===== src/rtl/key_pulse_conditioner_pkg.sv =====
// Shared encodings and default timing constants for the key pulse conditioner.
// Defaults assume a 50 MHz clock.
package key_pulse_conditioner_pkg;

  localparam logic [1:0] KP_IDLE         = 2'd0;
  localparam logic [1:0] KP_PRESS_WAIT   = 2'd1;
  localparam logic [1:0] KP_HELD         = 2'd2;
  localparam logic [1:0] KP_RELEASE_WAIT = 2'd3;

  localparam int unsigned KP_NUM_KEYS        = 3;
  localparam int unsigned KP_DEBOUNCE_CYCLES = 1_000_000;
  localparam int unsigned KP_LONG_CYCLES     = 50_000_000;

  // Counter width able to hold max_count without wrapping.
  function automatic int unsigned kp_cnt_w(input int unsigned max_count);
    return 32'($clog2(max_count)) + 32'd1;
  endfunction

endpackage


===== src/rtl/key_pulse_conditioner_if.sv =====
// Key inputs and conditioned strobes/levels. The release strobe is named
// release_pulse because "release" is a reserved word.
interface key_pulse_conditioner_if #(
  parameter int unsigned NUM_KEYS = 3
);
  logic [NUM_KEYS-1:0] key_n;
  logic [NUM_KEYS-1:0] press;
  logic [NUM_KEYS-1:0] release_pulse;
  logic [NUM_KEYS-1:0] held;
  logic [NUM_KEYS-1:0] long_press;
  logic                any_press;

  modport master (
    output key_n,
    input  press, release_pulse, held, long_press, any_press
  );

  modport slave (
    input  key_n,
    output press, release_pulse, held, long_press, any_press
  );
endinterface


===== src/rtl/key_pulse_conditioner_key_channel.sv =====
// One key: 2-FF synchroniser, debounce/hold FSM, debounce and long-press counters.
// o_press_c is the next-cycle press value so the top can register any_press in step.
module key_channel
  import key_pulse_conditioner_pkg::*;
#(
  parameter int unsigned DEBOUNCE_CYCLES = KP_DEBOUNCE_CYCLES,
  parameter int unsigned LONG_CYCLES     = KP_LONG_CYCLES
) (
  input  logic i_clk,
  input  logic i_rst,
  input  logic i_key_n,
  output logic o_press,
  output logic o_release,
  output logic o_held,
  output logic o_long_press,
  output logic o_press_c
);

  localparam int unsigned DW = kp_cnt_w(DEBOUNCE_CYCLES);
  localparam int unsigned LW = kp_cnt_w(LONG_CYCLES);
  localparam logic [DW-1:0] DCNT_LAST = DW'(DEBOUNCE_CYCLES - 1);
  localparam logic [LW-1:0] LCNT_LAST = LW'(LONG_CYCLES - 1);
  localparam logic [LW-1:0] LCNT_MAX  = LW'(LONG_CYCLES);

  logic [1:0]    r_sync;
  logic          w_s;
  logic [1:0]    r_state, w_state_nxt;
  logic [DW-1:0] r_dcnt, w_dcnt_nxt;
  logic [LW-1:0] r_lcnt, w_lcnt_nxt;
  logic          r_press, w_press_nxt;
  logic          r_release, w_release_nxt;
  logic          r_held, w_held_nxt;
  logic          r_long, w_long_nxt;

  assign w_s = r_sync[1];

  // Synchroniser presets to released so reset never looks like a press.
  always_ff @(posedge i_clk or posedge i_rst) begin
    if (i_rst) r_sync <= 2'b11;
    else       r_sync <= {r_sync[0], i_key_n};
  end

  always_ff @(posedge i_clk or posedge i_rst) begin
    if (i_rst) begin
      r_state   <= KP_IDLE;
      r_dcnt    <= '0;
      r_lcnt    <= '0;
      r_press   <= 1'b0;
      r_release <= 1'b0;
      r_held    <= 1'b0;
      r_long    <= 1'b0;
    end else begin
      r_state   <= w_state_nxt;
      r_dcnt    <= w_dcnt_nxt;
      r_lcnt    <= w_lcnt_nxt;
      r_press   <= w_press_nxt;
      r_release <= w_release_nxt;
      r_held    <= w_held_nxt;
      r_long    <= w_long_nxt;
    end
  end

  always_comb begin
    w_state_nxt   = r_state;
    w_dcnt_nxt    = r_dcnt;
    w_lcnt_nxt    = r_lcnt;
    w_press_nxt   = 1'b0;
    w_release_nxt = 1'b0;
    w_long_nxt    = 1'b0;

    // Long-press counting continues through release bouncing; saturation makes it one-shot.
    if (r_state == KP_HELD || r_state == KP_RELEASE_WAIT) begin
      if (r_lcnt != LCNT_MAX) w_lcnt_nxt = r_lcnt + LW'(1);
      if (r_lcnt == LCNT_LAST) w_long_nxt = 1'b1;
    end

    case (r_state)
      KP_IDLE: begin
        if (!w_s) begin
          w_state_nxt = KP_PRESS_WAIT;
          w_dcnt_nxt  = '0;
        end
      end
      KP_PRESS_WAIT: begin
        if (w_s) begin
          w_state_nxt = KP_IDLE;
          w_dcnt_nxt  = '0;
        end else if (r_dcnt == DCNT_LAST) begin
          w_state_nxt = KP_HELD;
          w_dcnt_nxt  = '0;
          w_lcnt_nxt  = '0;
          w_press_nxt = 1'b1;
        end else begin
          w_dcnt_nxt = r_dcnt + DW'(1);
        end
      end
      KP_HELD: begin
        if (w_s) begin
          w_state_nxt = KP_RELEASE_WAIT;
          w_dcnt_nxt  = '0;
        end
      end
      KP_RELEASE_WAIT: begin
        if (!w_s) begin
          w_state_nxt = KP_HELD;
          w_dcnt_nxt  = '0;
        end else if (r_dcnt == DCNT_LAST) begin
          w_state_nxt   = KP_IDLE;
          w_dcnt_nxt    = '0;
          w_lcnt_nxt    = '0;
          w_long_nxt    = 1'b0;
          w_release_nxt = 1'b1;
        end else begin
          w_dcnt_nxt = r_dcnt + DW'(1);
        end
      end
      default: begin
        w_state_nxt = KP_IDLE;
        w_dcnt_nxt  = '0;
        w_lcnt_nxt  = '0;
      end
    endcase

    w_held_nxt = (w_state_nxt == KP_HELD) || (w_state_nxt == KP_RELEASE_WAIT);
  end

  assign o_press      = r_press;
  assign o_release    = r_release;
  assign o_held       = r_held;
  assign o_long_press = r_long;
  assign o_press_c    = w_press_nxt;

endmodule


===== src/rtl/key_pulse_conditioner.sv =====
// Debounced press/release/held/long-press conditioning for NUM_KEYS raw active-low keys,
// plus an any_press strobe aligned with the per-key press strobes.
module key_pulse_conditioner
  import key_pulse_conditioner_pkg::*;
#(
  parameter int unsigned NUM_KEYS        = KP_NUM_KEYS,
  parameter int unsigned DEBOUNCE_CYCLES = KP_DEBOUNCE_CYCLES,
  parameter int unsigned LONG_CYCLES     = KP_LONG_CYCLES
) (
  input logic                     CLOCK_50,
  input logic                     reset,
  key_pulse_conditioner_if.slave  kp
);

  logic [NUM_KEYS-1:0] w_press;
  logic [NUM_KEYS-1:0] w_release;
  logic [NUM_KEYS-1:0] w_held;
  logic [NUM_KEYS-1:0] w_long;
  logic [NUM_KEYS-1:0] w_press_c;
  logic                r_any_press;

  for (genvar g = 0; g < NUM_KEYS; g++) begin : g_chan
    key_channel #(
      .DEBOUNCE_CYCLES(DEBOUNCE_CYCLES),
      .LONG_CYCLES    (LONG_CYCLES)
    ) u_chan (
      .i_clk       (CLOCK_50),
      .i_rst       (reset),
      .i_key_n     (kp.key_n[g]),
      .o_press     (w_press[g]),
      .o_release   (w_release[g]),
      .o_held      (w_held[g]),
      .o_long_press(w_long[g]),
      .o_press_c   (w_press_c[g])
    );
  end

  // Registered from the channels' next-press values so it lands with press[].
  always_ff @(posedge CLOCK_50 or posedge reset) begin
    if (reset) r_any_press <= 1'b0;
    else       r_any_press <= |w_press_c;
  end

  assign kp.press         = w_press;
  assign kp.release_pulse = w_release;
  assign kp.held          = w_held;
  assign kp.long_press    = w_long;
  assign kp.any_press     = r_any_press;

endmodule


===== src/flat_wrapper.sv =====
// flat-port wrapper written by rule: the top's interface ports become plain ports
module key_pulse_conditioner_flat import key_pulse_conditioner_pkg::*;
#(
  parameter int unsigned NUM_KEYS        = KP_NUM_KEYS,
  parameter int unsigned DEBOUNCE_CYCLES = KP_DEBOUNCE_CYCLES,
  parameter int unsigned LONG_CYCLES     = KP_LONG_CYCLES
)
  (CLOCK_50, reset, kp_key_n, kp_press, kp_release_pulse, kp_held, kp_long_press, kp_any_press);
  key_pulse_conditioner_if #(.NUM_KEYS(NUM_KEYS)) kp_i ();
  input logic CLOCK_50;
  input logic reset;
  input wire logic [$bits(kp_i.key_n)-1:0] kp_key_n;
  output wire logic [$bits(kp_i.press)-1:0] kp_press;
  output wire logic [$bits(kp_i.release_pulse)-1:0] kp_release_pulse;
  output wire logic [$bits(kp_i.held)-1:0] kp_held;
  output wire logic [$bits(kp_i.long_press)-1:0] kp_long_press;
  output wire logic [$bits(kp_i.any_press)-1:0] kp_any_press;
  assign kp_i.key_n = kp_key_n;
  assign kp_press = kp_i.press;
  assign kp_release_pulse = kp_i.release_pulse;
  assign kp_held = kp_i.held;
  assign kp_long_press = kp_i.long_press;
  assign kp_any_press = kp_i.any_press;
  key_pulse_conditioner #(.NUM_KEYS(NUM_KEYS), .DEBOUNCE_CYCLES(DEBOUNCE_CYCLES), .LONG_CYCLES(LONG_CYCLES)) u_core (.CLOCK_50(CLOCK_50), .reset(reset), .kp(kp_i));
endmodule

===== config.mk =====
export PLATFORM = sky130hd
export DESIGN_NAME = key_pulse_conditioner_flat
export DESIGN_NICKNAME = d
export VERILOG_FILES = /design/src/rtl/key_pulse_conditioner_pkg.sv /design/src/rtl/key_pulse_conditioner_if.sv /design/src/rtl/key_pulse_conditioner_key_channel.sv /design/src/rtl/key_pulse_conditioner.sv /design/src/flat_wrapper.sv
export SDC_FILE = /design/constraint.sdc
export NUM_CORES = 1
export LEC_CHECK = 0
export BUFFER_PORTS_ARGS = -buffer_cell sky130_fd_sc_hd__buf_2
export CAP_MARGIN = 20
export CELL_PAD_IN_SITES_DETAIL_PLACEMENT = 1
export CELL_PAD_IN_SITES_GLOBAL_PLACEMENT = 1
export CORE_MARGIN = 2
export CORE_UTILIZATION = 52
export CTS_BUF_LIST = sky130_fd_sc_hd__clkbuf_2 sky130_fd_sc_hd__clkbuf_4 sky130_fd_sc_hd__clkbuf_8
export DETAILED_ROUTE_END_ITERATION = 6
export PLACE_DENSITY = 0.81
export SLEW_MARGIN = 20
export SYNTH_ARGS = -nofsm -noshare
export SYNTH_HDL_FRONTEND = slang
export SYNTH_HIERARCHICAL = 1
export SYNTH_SLANG_ARGS = --single-unit

===== constraint.sdc =====
create_clock -name CLOCK_50 -period 3.05 [get_ports CLOCK_50]
set_clock_uncertainty 0.15 [all_clocks]
set_input_delay 0.61 -clock CLOCK_50 [delete_from_list [all_inputs] [get_ports CLOCK_50]]
set_output_delay 0.61 -clock CLOCK_50 [all_outputs]
set_load 0.02 [all_outputs]

==> impl_metrics.toml, run 1 <==
[place]
preCtsSetupSlack_ns = 0.424
gp_congestion = 0.818
port_buffers = 17
dp_hpwl_um = 14800

[pwr]
netSwitchingFraction = 0.228
seq_power_share = 0.564
switchingPower_w = 0.000923
power.share.clock = 0.398
powerDensity_mw_per_mm2 = 420
ir_drop_v = 0.000409
static-leakage-power_nw = 4.16
share_comb_of_total_power = 0.037
cellInternalPower_w = 0.00312

[cts]
maximum_buffer_depth_of_the_clock_tree = 2
htreeDepth = 4
cts.sink_count = 168
clk_pin_slew_ns = 0.09
tritoncts = "yes"
cts-root-buf = "sky130_fd_sc_hd__clkbuf_8"
cts_inserted_buffers = 17
clock_insertion_delay_worst_skew_ns = 0.45

[die]
die_height_um = 135
die_area_mm2 = 0.0183
coreArea_mm2 = 0.0167
die_w_um = 135
boundaryPins = 18
num_rows = 47
initial_core_util = 0.535

[timing]
min_period_ns = 2.60
timing.slew.headroom = 0.349
grt_setup_unrepaired = "false"
finalHoldViolations = 0
fmax_mhz = 384
maxSlewViolCount = 0
finalWorstSetupSlack_ns = 0.445
setup-violations-final = 0
worst_pin_slew_ns = 0.974
layout_worst_path_cycle_share = 0.854
timing.setup.tns_ns = 0

[global_routing]
globalRouteTotalUtil = 0.249
grt_first_pass_wirelength_um = 36800
maximum_number_of_pins_on_one_net_before_global_route_repair = 48
vias_in_the_first_global_route = 7421
antenna_found_initial = 0
grt_remaining_overflow = 0

[yosys]
netlist_area_pre_place_mm2 = 0.00894
yosysWarnings = 6
synth_cell_type_count = 75
postSynthCellCount = 920
synth_seq_area_share = 0.471
synthFlopType = "sky130_fd_sc_hd__dfrtp_1"
number_of_synthesized_flops_with_an_enable_pin = 0
syn_nets = 934
synthArstFlopShare = 1.00
synth-seq-cells = 168
synth.avg_cell_area_um2 = 9.71

[routing]
detail_route.wirelength_um = 21300
drtAntennaViolNets = 0
detail_route.drc_violations = 0
total_via_count_after_detailed_routing = 6940
first_pass_iters = 5
routed_wire_length_per_instance_um = 18.2
drt-vias-per-instance = 5.93
drt_iter0_markers = 325

[hold_path]
startpoint_of_the_most_critical_hold_path = "kp_key_n[0]"
hp-class = "input port to register"
whs_path_depth = 1

[layout]
mostFrequentLayoutCells = "162 x sky130_fd_sc_hd__dfrtp_1, 123 x sky130_fd_sc_hd__nor2_1, 81 x sky130_fd_sc_hd__nand2_1"
area_growth_syn_to_layout_pct = 7.63
layout_commonest_cell = "sky130_fd_sc_hd__dfrtp_1"
antenna_cells_inserted = 0
nets = 952
drive_above_1_share = 0.126

[critical_path]
cp_data_arrival_time_ns = 2.84
crit_type = "register to register"
setup.worst_path.start = "u_core/g_chan[0].u_chan/r_dcnt[0]$_DFFE_PP0P_"
critPathMaxFanout = 6
setup.worst_path.start_class = "register"
critical_path.endpoint_type = "register"
worst_r2r_startpoint = "u_core/g_chan[0].u_chan/r_dcnt[0]$_DFFE_PP0P_"
worst_r2r_path_depth = 7
cp.required_ns = 3.29

[run_status]
status = "finished clean"

[flow_run]
drv_cap = 0
cells by family (layout without fill, tap and decap cells):
logic type      Yosys count  after routing  share of synthesized area
simple gates            469            469                      0.296
flops                   168            168                      0.471
compound gates          113            113                     0.0834
xor+xnor                 91             91                     0.0892
buf+inv                  57             87                     0.0326
mux                      13             13                     0.0147
fa+ha+maj                 9              9                     0.0126
repair_timing:
item / in CTS / in global routing
buffers inserted: 0 / 0
resized for setup: 0 / 0
setup endpoints to repair: 0 / 0
hold buffers: 1 / 0
endpoints found under the hold margin: 1 / 0
cells in the mapped netlist, drive strengths merged, types with 12 or more instances:
master,number,area (um^2)
and4,14,124
nor2,126,490
or3,19,119
and3,20,129
xnor2,33,289
a31oi,14,87.6
o21ai,35,183
inv,25,93.8
buf,18,134
nor4,17,203
nor3,27,178
clkbuf,14,63.8
nand2,81,304
dfrtp,162,4050
xor2,58,508
a21oi,30,158
and2,12,75.1
nand4,43,294
mux2i,12,120
nand3,64,338
metrics by stage:
step	util	hold slack, ns	total power (W)	cells	area [um^2]
after global placement	0.550	0.196	0.00246	1137	9190
after floorplan	-	0.189	0.00242	920	8940
after global routing	0.576	0.0598	0.00421	1170	9620
after CTS	0.575	0.0691	0.00410	1169	9600
final	0.576	0.101	0.00404	1170	9620
after detailed placement	0.550	0.199	0.00247	1137	9190
cell type report:
cell class | count | area (um^2)
Multi-Input combinational cell | 695 | 4430
Clock inverter | 7 | 93.8
Inverter | 25 | 93.8
Clock buffer | 24 | 305
Sequential cell | 168 | 4210
Timing Repair Buffer | 31 | 205
Tap cell | 220 | 275
Fill cell | 1913 | 7080
power by group through the flow:
stage | clock network (W) | registers [W] | logic, W
after global placement | 0 | 0.00232 | 0.000140
after global routing | 0.00175 | 0.00228 | 0.000173
final | 0.00161 | 0.00228 | 0.000151
after floorplan | 0 | 0.00231 | 0.000109
after detailed placement | 0 | 0.00232 | 0.000151
after CTS | 0.00167 | 0.00228 | 0.000153
per-layer routing:
metal | part of all wire | wire (um) | global-route usage | vias up
met5 | 0 | 0 | 0 | -
met1 | 0.46 | 9820 | 0.331 | 3582
met2 | 0.52 | 11000 | 0.432 | 43
met4 | 0.0095 | 202 | 0.0602 | 0
li1 | - | - | - | 3301
met3 | 0.014 | 303 | 0.0372 | 14
sequential cells by signal, indices dropped and copies added, names as in the netlist:
register,cells
u_core/g_chan.u_chan/r_sync,6
u_core/g_chan.u_chan/r_dcnt,63
u_core/kp.any_press,1
u_core/g_chan.u_chan/o_press,3
u_core/g_chan.u_chan/o_release,3
u_core/g_chan.u_chan/r_state,5
u_core/g_chan.u_chan/o_long_press,3
u_core/g_chan.u_chan/r_lcnt,81
u_core/g_chan.u_chan/o_held,3
worst max-delay path, stage by stage, from the launching register on:
cell and delay, ns:
sky130_fd_sc_hd__dfrtp_1 0.41, sky130_fd_sc_hd__ha_1 0.29, sky130_fd_sc_hd__nand2_1 0.10, sky130_fd_sc_hd__nor3_1 0.44
sky130_fd_sc_hd__and3_1 0.28, sky130_fd_sc_hd__and2_1 0.28, sky130_fd_sc_hd__nor3b_1 0.43, sky130_fd_sc_hd__or3_1 0.17
final timing paths:
kind	slack [ns]	end
worst min-delay path	0.10	u_core/g_chan[0].u_chan/r_sync[0]$_DFF_PP1_
worst max register to register	0.45	u_core/kp.any_press$_DFF_PP0_
worst max-delay path	0.45	u_core/kp.any_press$_DFF_PP0_
min in group asynchronous	0.45	u_core/kp.any_press$_DFF_PP0_
worst min register to register	0.21	u_core/g_chan[2].u_chan/r_sync[1]$_DFF_PP1_
max in group asynchronous	1.24	u_core/g_chan[2].u_chan/r_dcnt[1]$_DFFE_PP0P_
No activity file was read; power rests on OpenSTA's default activity.
==> run 2, diff against run 1 <==
Settings changed: HOLD_SLACK_MARGIN set to 0.15.
==> run 2 against run 1 <==
Non-clock buffer count is 3 higher. Via count is 0.30% higher. Global-route usage is 0.065 points higher. Sequential share of layout area is 0.14 points lower. Register-to-register slack better by 0.03 ns. Fmax is 1.3% higher. Die area stayed put. Critical path type unchanged.
==> impl_metrics.toml, run 2 (same netlist as run 1, synthesis figures left out) <==
[pwr]
netSwitchingFraction = 0.230
share_comb_of_total_power = 0.038
power.share.clock = 0.399
static-leakage-power_nw = 4.17
seq_power_share = 0.563
cellInternalPower_w = 0.00312
switchingPower_w = 0.000930
power.total_w = 0.00405
ir_drop_v = 0.000409
powerDensity_mw_per_mm2 = 420

[layout]
drive_above_1_share = 0.126
multi_input_gate_area_in_the_final_layout_mm2 = 0.00443
layout.cell_area.non_filler_mm2 = 0.00965
antenna_cells_inserted = 0
filler_cell_count = 1910
layout_commonest_cell = "sky130_fd_sc_hd__dfrtp_1"
largest_register_ffs = 81
seqCellArea_mm2 = 0.00421
finish.utilization = 0.578
mostFrequentLayoutCells = "162 x sky130_fd_sc_hd__dfrtp_1, 123 x sky130_fd_sc_hd__nor2_1, 81 x sky130_fd_sc_hd__nand2_1"
top_regs = "u_core/g_chan.u_chan/r_lcnt (81), u_core/g_chan.u_chan/r_dcnt (63), u_core/g_chan.u_chan/r_sync (6)"
area_growth_syn_to_layout_pct = 7.97
nets = 955
registers.top_by_ff_count = "u_core/g_chan.u_chan/r_lcnt"

[die]
die_w_um = 135
die_area_mm2 = 0.0183
initial_core_util = 0.535
boundaryPins = 18
coreArea_mm2 = 0.0167
num_rows = 47
die_height_um = 135

[routing]
met1_length_um = 9850
first_pass_iters = 4
drt-vias-per-instance = 5.93
detail_route.drc_violations = 0
routed-wl-met2_um = 10900
routed_wire_length_per_instance_um = 18.2
drtAntennaViolNets = 0
top_layer = "met4"
total_via_count_after_detailed_routing = 6961
drt_iter0_markers = 331
detail_route.wirelength_um = 21300
met3WireLength_um = 337

[place]
gp_congestion = 0.818
placement.cell_area_mm2 = 0.00919
port_buffers = 17
dp_hpwl_um = 14800

[critical_path]
crit_chain = "ha_1, nand2_1, nor3_1, and3_1, and2_1, nor3b_1, or3_1"
cp_data_arrival_time_ns = 2.81
critPathBufInv = 0
cp.required_ns = 3.29
critPathMaxFanout = 6
cpMaxStageDelayCell = "sky130_fd_sc_hd__nor3_1"
setup.worst_path.start_class = "register"
path_depth = 7
critical_path.endpoint_type = "register"
critical-path-top-delay-family = "simple AND/OR/NAND/NOR gates"
largest_stage_delay_worst_path_ns = 0.44
worst_r2r_path_depth = 7
crit_type = "register to register"

[timing]
maxSlewViolCount = 0
timing.setup.tns_ns = 0
grt_setup_unrepaired = "false"
min_period_ns = 2.57
worst_pin_slew_ns = 0.982
timing.slew.headroom = 0.343
fmax_mhz = 389
setup-violations-final = 0
fin_worst_hold_slack_ns = 0.212
layout_worst_path_cycle_share = 0.843
finalHoldViolations = 0

[global_routing]
globalRouteTotalUtil = 0.250
maximum_number_of_pins_on_one_net_before_global_route_repair = 48
grt_first_pass_wirelength_um = 36900
grt_remaining_overflow = 0
antenna_found_initial = 0
vias_in_the_first_global_route = 7428

[cts]
tritoncts = "yes"
clock_insertion_delay_worst_skew_ns = 0.45
htreeDepth = 4
clk_pin_slew_ns = 0.09
cts.sink_count = 168
cts-root-buf = "sky130_fd_sc_hd__clkbuf_8"
cts_inserted_buffers = 17
maximum_buffer_depth_of_the_clock_tree = 2

[flow_run]
drv_cap = 0

[run_status]
status = "finished clean"

[hold_path]
whs_path_depth = 0
hp-class = "register to register"
-- run 2: cell types whose count changed in the layout (fill, tap and decap cells not counted), sizes merged --
cell,delta
dlygate4sd3,+3
-- run 2: layout make-up --
| class | instances | share of cell area |
|---|---|---|
| inverters | 25 | 0.00973 |
| clock inverters | 7 | 0.00973 |
| flip-flops and latches | 168 | 0.436 |
| well taps | 220 | 0.0285 |
| multi-input cells | 695 | 0.460 |
| clock buffers | 24 | 0.0316 |
| repair buffers | 34 | 0.0244 |
-- run 2: worst paths after layout --
| path | from | endpoint | slack, ns |
|---|---|---|---|
| max | u_core/g_chan[0].u_chan/r_dcnt[0]$_DFFE_PP0P_ | u_core/kp.any_press$_DFF_PP0_ | 0.48 |
| min | u_core/g_chan[2].u_chan/r_sync[0]$_DFF_PP1_ | u_core/g_chan[2].u_chan/r_sync[1]$_DFF_PP1_ | 0.21 |
| max reg2reg | u_core/g_chan[0].u_chan/r_dcnt[0]$_DFFE_PP0P_ | u_core/kp.any_press$_DFF_PP0_ | 0.48 |
| min reg2reg | u_core/g_chan[2].u_chan/r_sync[0]$_DFF_PP1_ | u_core/g_chan[2].u_chan/r_sync[1]$_DFF_PP1_ | 0.21 |
| max in group asynchronous | reset | u_core/g_chan[2].u_chan/r_dcnt[1]$_DFFE_PP0P_ | 1.22 |
| min in group asynchronous | reset | u_core/kp.any_press$_DFF_PP0_ | 0.45 |
-- run 2: per-layer routing --
layer,track usage,vias to the layer above
li1,-,3317
met1,0.332,3566
met2,0.433,62
met3,0.0372,16
met4,0.0602,0
met5,0,-
-- run 2: repair_timing --
action                                 in CTS  in global routing
hold buffers                                4                  0
endpoints found under the hold margin      17                  0
gates resized for setup                     0                  0
setup buffers                               0                  0
setup endpoints to repair                   0                  0
-- run 2: stage by stage --
step	instances	worst slack (ns)
after floorplan	920	0.847
after global placement	1137	0.584
after detailed placement	1137	0.424
after CTS	1172	0.398
after global routing	1173	0.239
final	1173	0.478
-- run 2: power groups by stage --
stage / logic (W) / clock network (W) / registers, W
5_1_grt: 0.000177 / 0.00175 / 0.00228
3_3_place_gp: 0.000140 / 0 / 0.00232
6_report: 0.000155 / 0.00161 / 0.00228
3_5_place_dp: 0.000151 / 0 / 0.00232
4_1_cts: 0.000155 / 0.00167 / 0.00228
2_1_floorplan: 0.000109 / 0 / 0.00231
==> run 3, diff against run 2 <==
Settings changed: ABC_AREA set to 1, CORE_UTILIZATION 52 to 49.
Clock period 3.05 ns to 2.5 ns, I/O delays scaled along.
==> run 3 against run 2 <==
Routed wire length up 27%. Core utilization decreased by 4.0 points. Combinational power increased by 18%. Power increased by 24%. Critical endpoint unchanged. Fmax rose by 18%. Clock-buffer cell count decreased by 3. Largest power group unchanged. Hold slack got worse by 0.0012 ns. Non-clock buffer count up 2. Area after synthesis increased by 16%. First-iteration DRC count decreased by 15%. Highest routed layer unchanged.
==> impl_metrics.toml, run 3 <==
[pwr]
static-leakage-power_nw = 5.06
power.share.clock = 0.416
power.total_w = 0.00503
cellInternalPower_w = 0.00385
switchingPower_w = 0.00118
share_comb_of_total_power = 0.036
seq_power_share = 0.548
ir_drop_v = 0.000307
powerDensity_mw_per_mm2 = 446
netSwitchingFraction = 0.235

[timing]
fmax_mhz = 460
layout_worst_path_cycle_share = 0.869
finalHoldViolations = 0
timing.setup.tns_ns = 0
fin_worst_hold_slack_ns = 0.211
grt_setup_unrepaired = "false"
min_period_ns = 2.17
maxSlewViolCount = 0
timing.slew.headroom = 0.710
setup-violations-final = 0
worst_pin_slew_ns = 0.435

[critical_path]
cp.required_ns = 2.74
critical_path.endpoint_type = "register"
cp_data_arrival_time_ns = 2.42
crit_type = "register to register"
critPathMaxFanout = 6
setup.worst_path.start_class = "register"
worst-r2r-setup-slack_ns = 0.33

[yosys]
synth_seq_area_share = 0.405
synthDominantAreaCellType = "sky130_fd_sc_hd__dfrtp_1"
yosysWarnings = 6
post_synth_main_area_contributors = "sky130_fd_sc_hd__dfrtp_1 39%, sky130_fd_sc_hd__nand2_1 13%, sky130_fd_sc_hd__nor2_1 9.2%"
synth.avg_cell_area_um2 = 7.35
synth_largest_type_area_fraction = 0.390
postSynthCellCount = 1416
number_of_synthesized_flops_with_an_enable_pin = 0
syn_nets = 1430
synthMostInstantiatedCell = "sky130_fd_sc_hd__nand2_1"
synth-seq-cells = 168
synth_commonest_cells = "347 x sky130_fd_sc_hd__nand2_1, 254 x sky130_fd_sc_hd__nor2_1, 162 x sky130_fd_sc_hd__dfrtp_1, 158 x sky130_fd_sc_hd__inv_1, 85 x sky130_fd_sc_hd__nand3_1"
netlist_area_pre_place_mm2 = 0.0104
synthArstFlopShare = 1.00
synth_cell_type_count = 45
synthFlopType = "sky130_fd_sc_hd__dfrtp_1"

[die]
die_w_um = 150
die_area_mm2 = 0.0224
initial_core_util = 0.497
num_rows = 53
boundaryPins = 18
die_height_um = 150
coreArea_mm2 = 0.0210

[flow_run]
drv_cap = 0

[place]
port_buffers = 17
dp_hpwl_um = 20200
gp_congestion = 0.828

[layout]
nets = 1463
registers.top_by_ff_count = "u_core/g_chan.u_chan/r_lcnt"
multi_input_gate_area_in_the_final_layout_mm2 = 0.00537
finish.utilization = 0.538
seqCellArea_mm2 = 0.00421
top_regs = "u_core/g_chan.u_chan/r_lcnt (81), u_core/g_chan.u_chan/r_dcnt (63), u_core/g_chan.u_chan/r_sync (6)"
area_growth_syn_to_layout_pct = 8.33
drive_above_1_share = 0.135
filler_cell_count = 2746
layout_commonest_cell = "sky130_fd_sc_hd__nand2_1"
mostFrequentLayoutCells = "347 x sky130_fd_sc_hd__nand2_1, 254 x sky130_fd_sc_hd__nor2_1, 162 x sky130_fd_sc_hd__dfrtp_1"
antenna_cells_inserted = 0
largest_register_ffs = 81

[routing]
detail_route.drc_violations = 0
first_pass_iters = 4
routed_wire_length_per_instance_um = 15.6
total_via_count_after_detailed_routing = 9163
drt-vias-per-instance = 5.28
drtAntennaViolNets = 0
drt_iter0_markers = 282
detail_route.wirelength_um = 27000

[global_routing]
vias_in_the_first_global_route = 9672
grt_first_pass_wirelength_um = 46000
antenna_found_initial = 1
globalRouteTotalUtil = 0.255
grt_remaining_overflow = 0
maximum_number_of_pins_on_one_net_before_global_route_repair = 56

[cts]
cts.hold.buffers_added = 4
tritoncts = "yes"
cts_inserted_buffers = 17
post_cts_resized = 0
postCtsSetupRepairBufs = 0
cts.sink_count = 168
maximum_buffer_depth_of_the_clock_tree = 2
cts-root-buf = "sky130_fd_sc_hd__clkbuf_8"
clk_pin_slew_ns = 0.09
htreeDepth = 4
clock_insertion_delay_worst_skew_ns = 0.46

[hold_path]
hp-class = "register to register"

[run_status]
status = "finished clean"
run 3: changes by cell type in the layout (fill, tap and decap cells not counted), sizes merged, moves of 21 or more:
cell	before	now
nand2	81	368
inv	25	170
xnor2	33	12
nor3	27	56
nand3	64	89
nor2	126	314
run 3: per-stage QoR:
| step | worst slack, ns | std cells | cell area [um^2] |
|---|---|---|---|
| finish | 0.327 | 1737 | 11300 |
| global route | 0.0930 | 1737 | 11300 |
| CTS | 0.335 | 1737 | 11300 |
| detailed placement | 0.370 | 1701 | 10800 |
| global placement | 0.460 | 1701 | 10800 |
| floorplan | 0.482 | 1416 | 10400 |
run 3: layer usage:
metal | wire length (um) | track usage | part of all wire | vias to the layer above
li1 | - | - | - | 4553
met1 | 12400 | 0.320 | 0.46 | 4486
met2 | 13600 | 0.457 | 0.50 | 92
met3 | 592 | 0.0387 | 0.022 | 32
met4 | 458 | 0.0745 | 0.017 | 0
met5 | 0 | 0 | 0 | -
run 3: final cells by class:
class | count | area share
multi-input cells | 1054 | 0.476
flip-flops and latches | 168 | 0.374
inverters | 172 | 0.0580
well taps | 275 | 0.0305
clock buffers | 21 | 0.0245
repair buffers | 36 | 0.0244
clock inverters | 11 | 0.0130
run 3: kinds of logic after synthesis:
group / Yosys count / share of synthesized area
fa+ha+maj: 9 / 0.0108
simple gates: 888 / 0.399
compound gates: 94 / 0.0523
flops: 168 / 0.405
xor+xnor: 63 / 0.0530
buf+inv: 194 / 0.0797
run 3: final timing paths:
kind / start / end / cells after the start
min in group asynchronous: reset / u_core/kp.any_press$_DFF_PP0_ / 3
hold / removal: u_core/g_chan[0].u_chan/r_sync[0]$_DFF_PP1_ / u_core/g_chan[0].u_chan/r_sync[1]$_DFF_PP1_ / 0
max in group asynchronous: reset / u_core/g_chan[0].u_chan/r_sync[1]$_DFF_PP1_ / 4
setup reg to reg: u_core/g_chan[0].u_chan/r_dcnt[0]$_DFFE_PP0P_ / u_core/kp.any_press$_DFF_PP0_ / 9
setup / recovery: u_core/g_chan[0].u_chan/r_dcnt[0]$_DFFE_PP0P_ / u_core/kp.any_press$_DFF_PP0_ / 9
hold reg to reg: u_core/g_chan[0].u_chan/r_sync[0]$_DFF_PP1_ / u_core/g_chan[0].u_chan/r_sync[1]$_DFF_PP1_ / 0
run 3: critical path, cell delays in order (launching register included):
cell and delay [ns]:
sky130_fd_sc_hd__dfrtp_1 0.44, sky130_fd_sc_hd__ha_1 0.24, sky130_fd_sc_hd__inv_1 0.08, sky130_fd_sc_hd__nor3_2 0.22, sky130_fd_sc_hd__nand2_2 0.12, sky130_fd_sc_hd__nor2_2 0.18
sky130_fd_sc_hd__nand2_1 0.16, sky130_fd_sc_hd__nor3_1 0.36, sky130_fd_sc_hd__nor2_1 0.09, sky130_fd_sc_hd__nand2_1 0.07
run 3: power by group through the flow:
stage                     sequential, W  combinational (W)  clock [W]
final                           0.00276           0.000183    0.00209
after global routing            0.00276           0.000209    0.00226
after CTS                       0.00276           0.000191    0.00216
after detailed placement        0.00281           0.000184          0
after global placement          0.00281           0.000181          0
after floorplan                 0.00280           0.000131          0
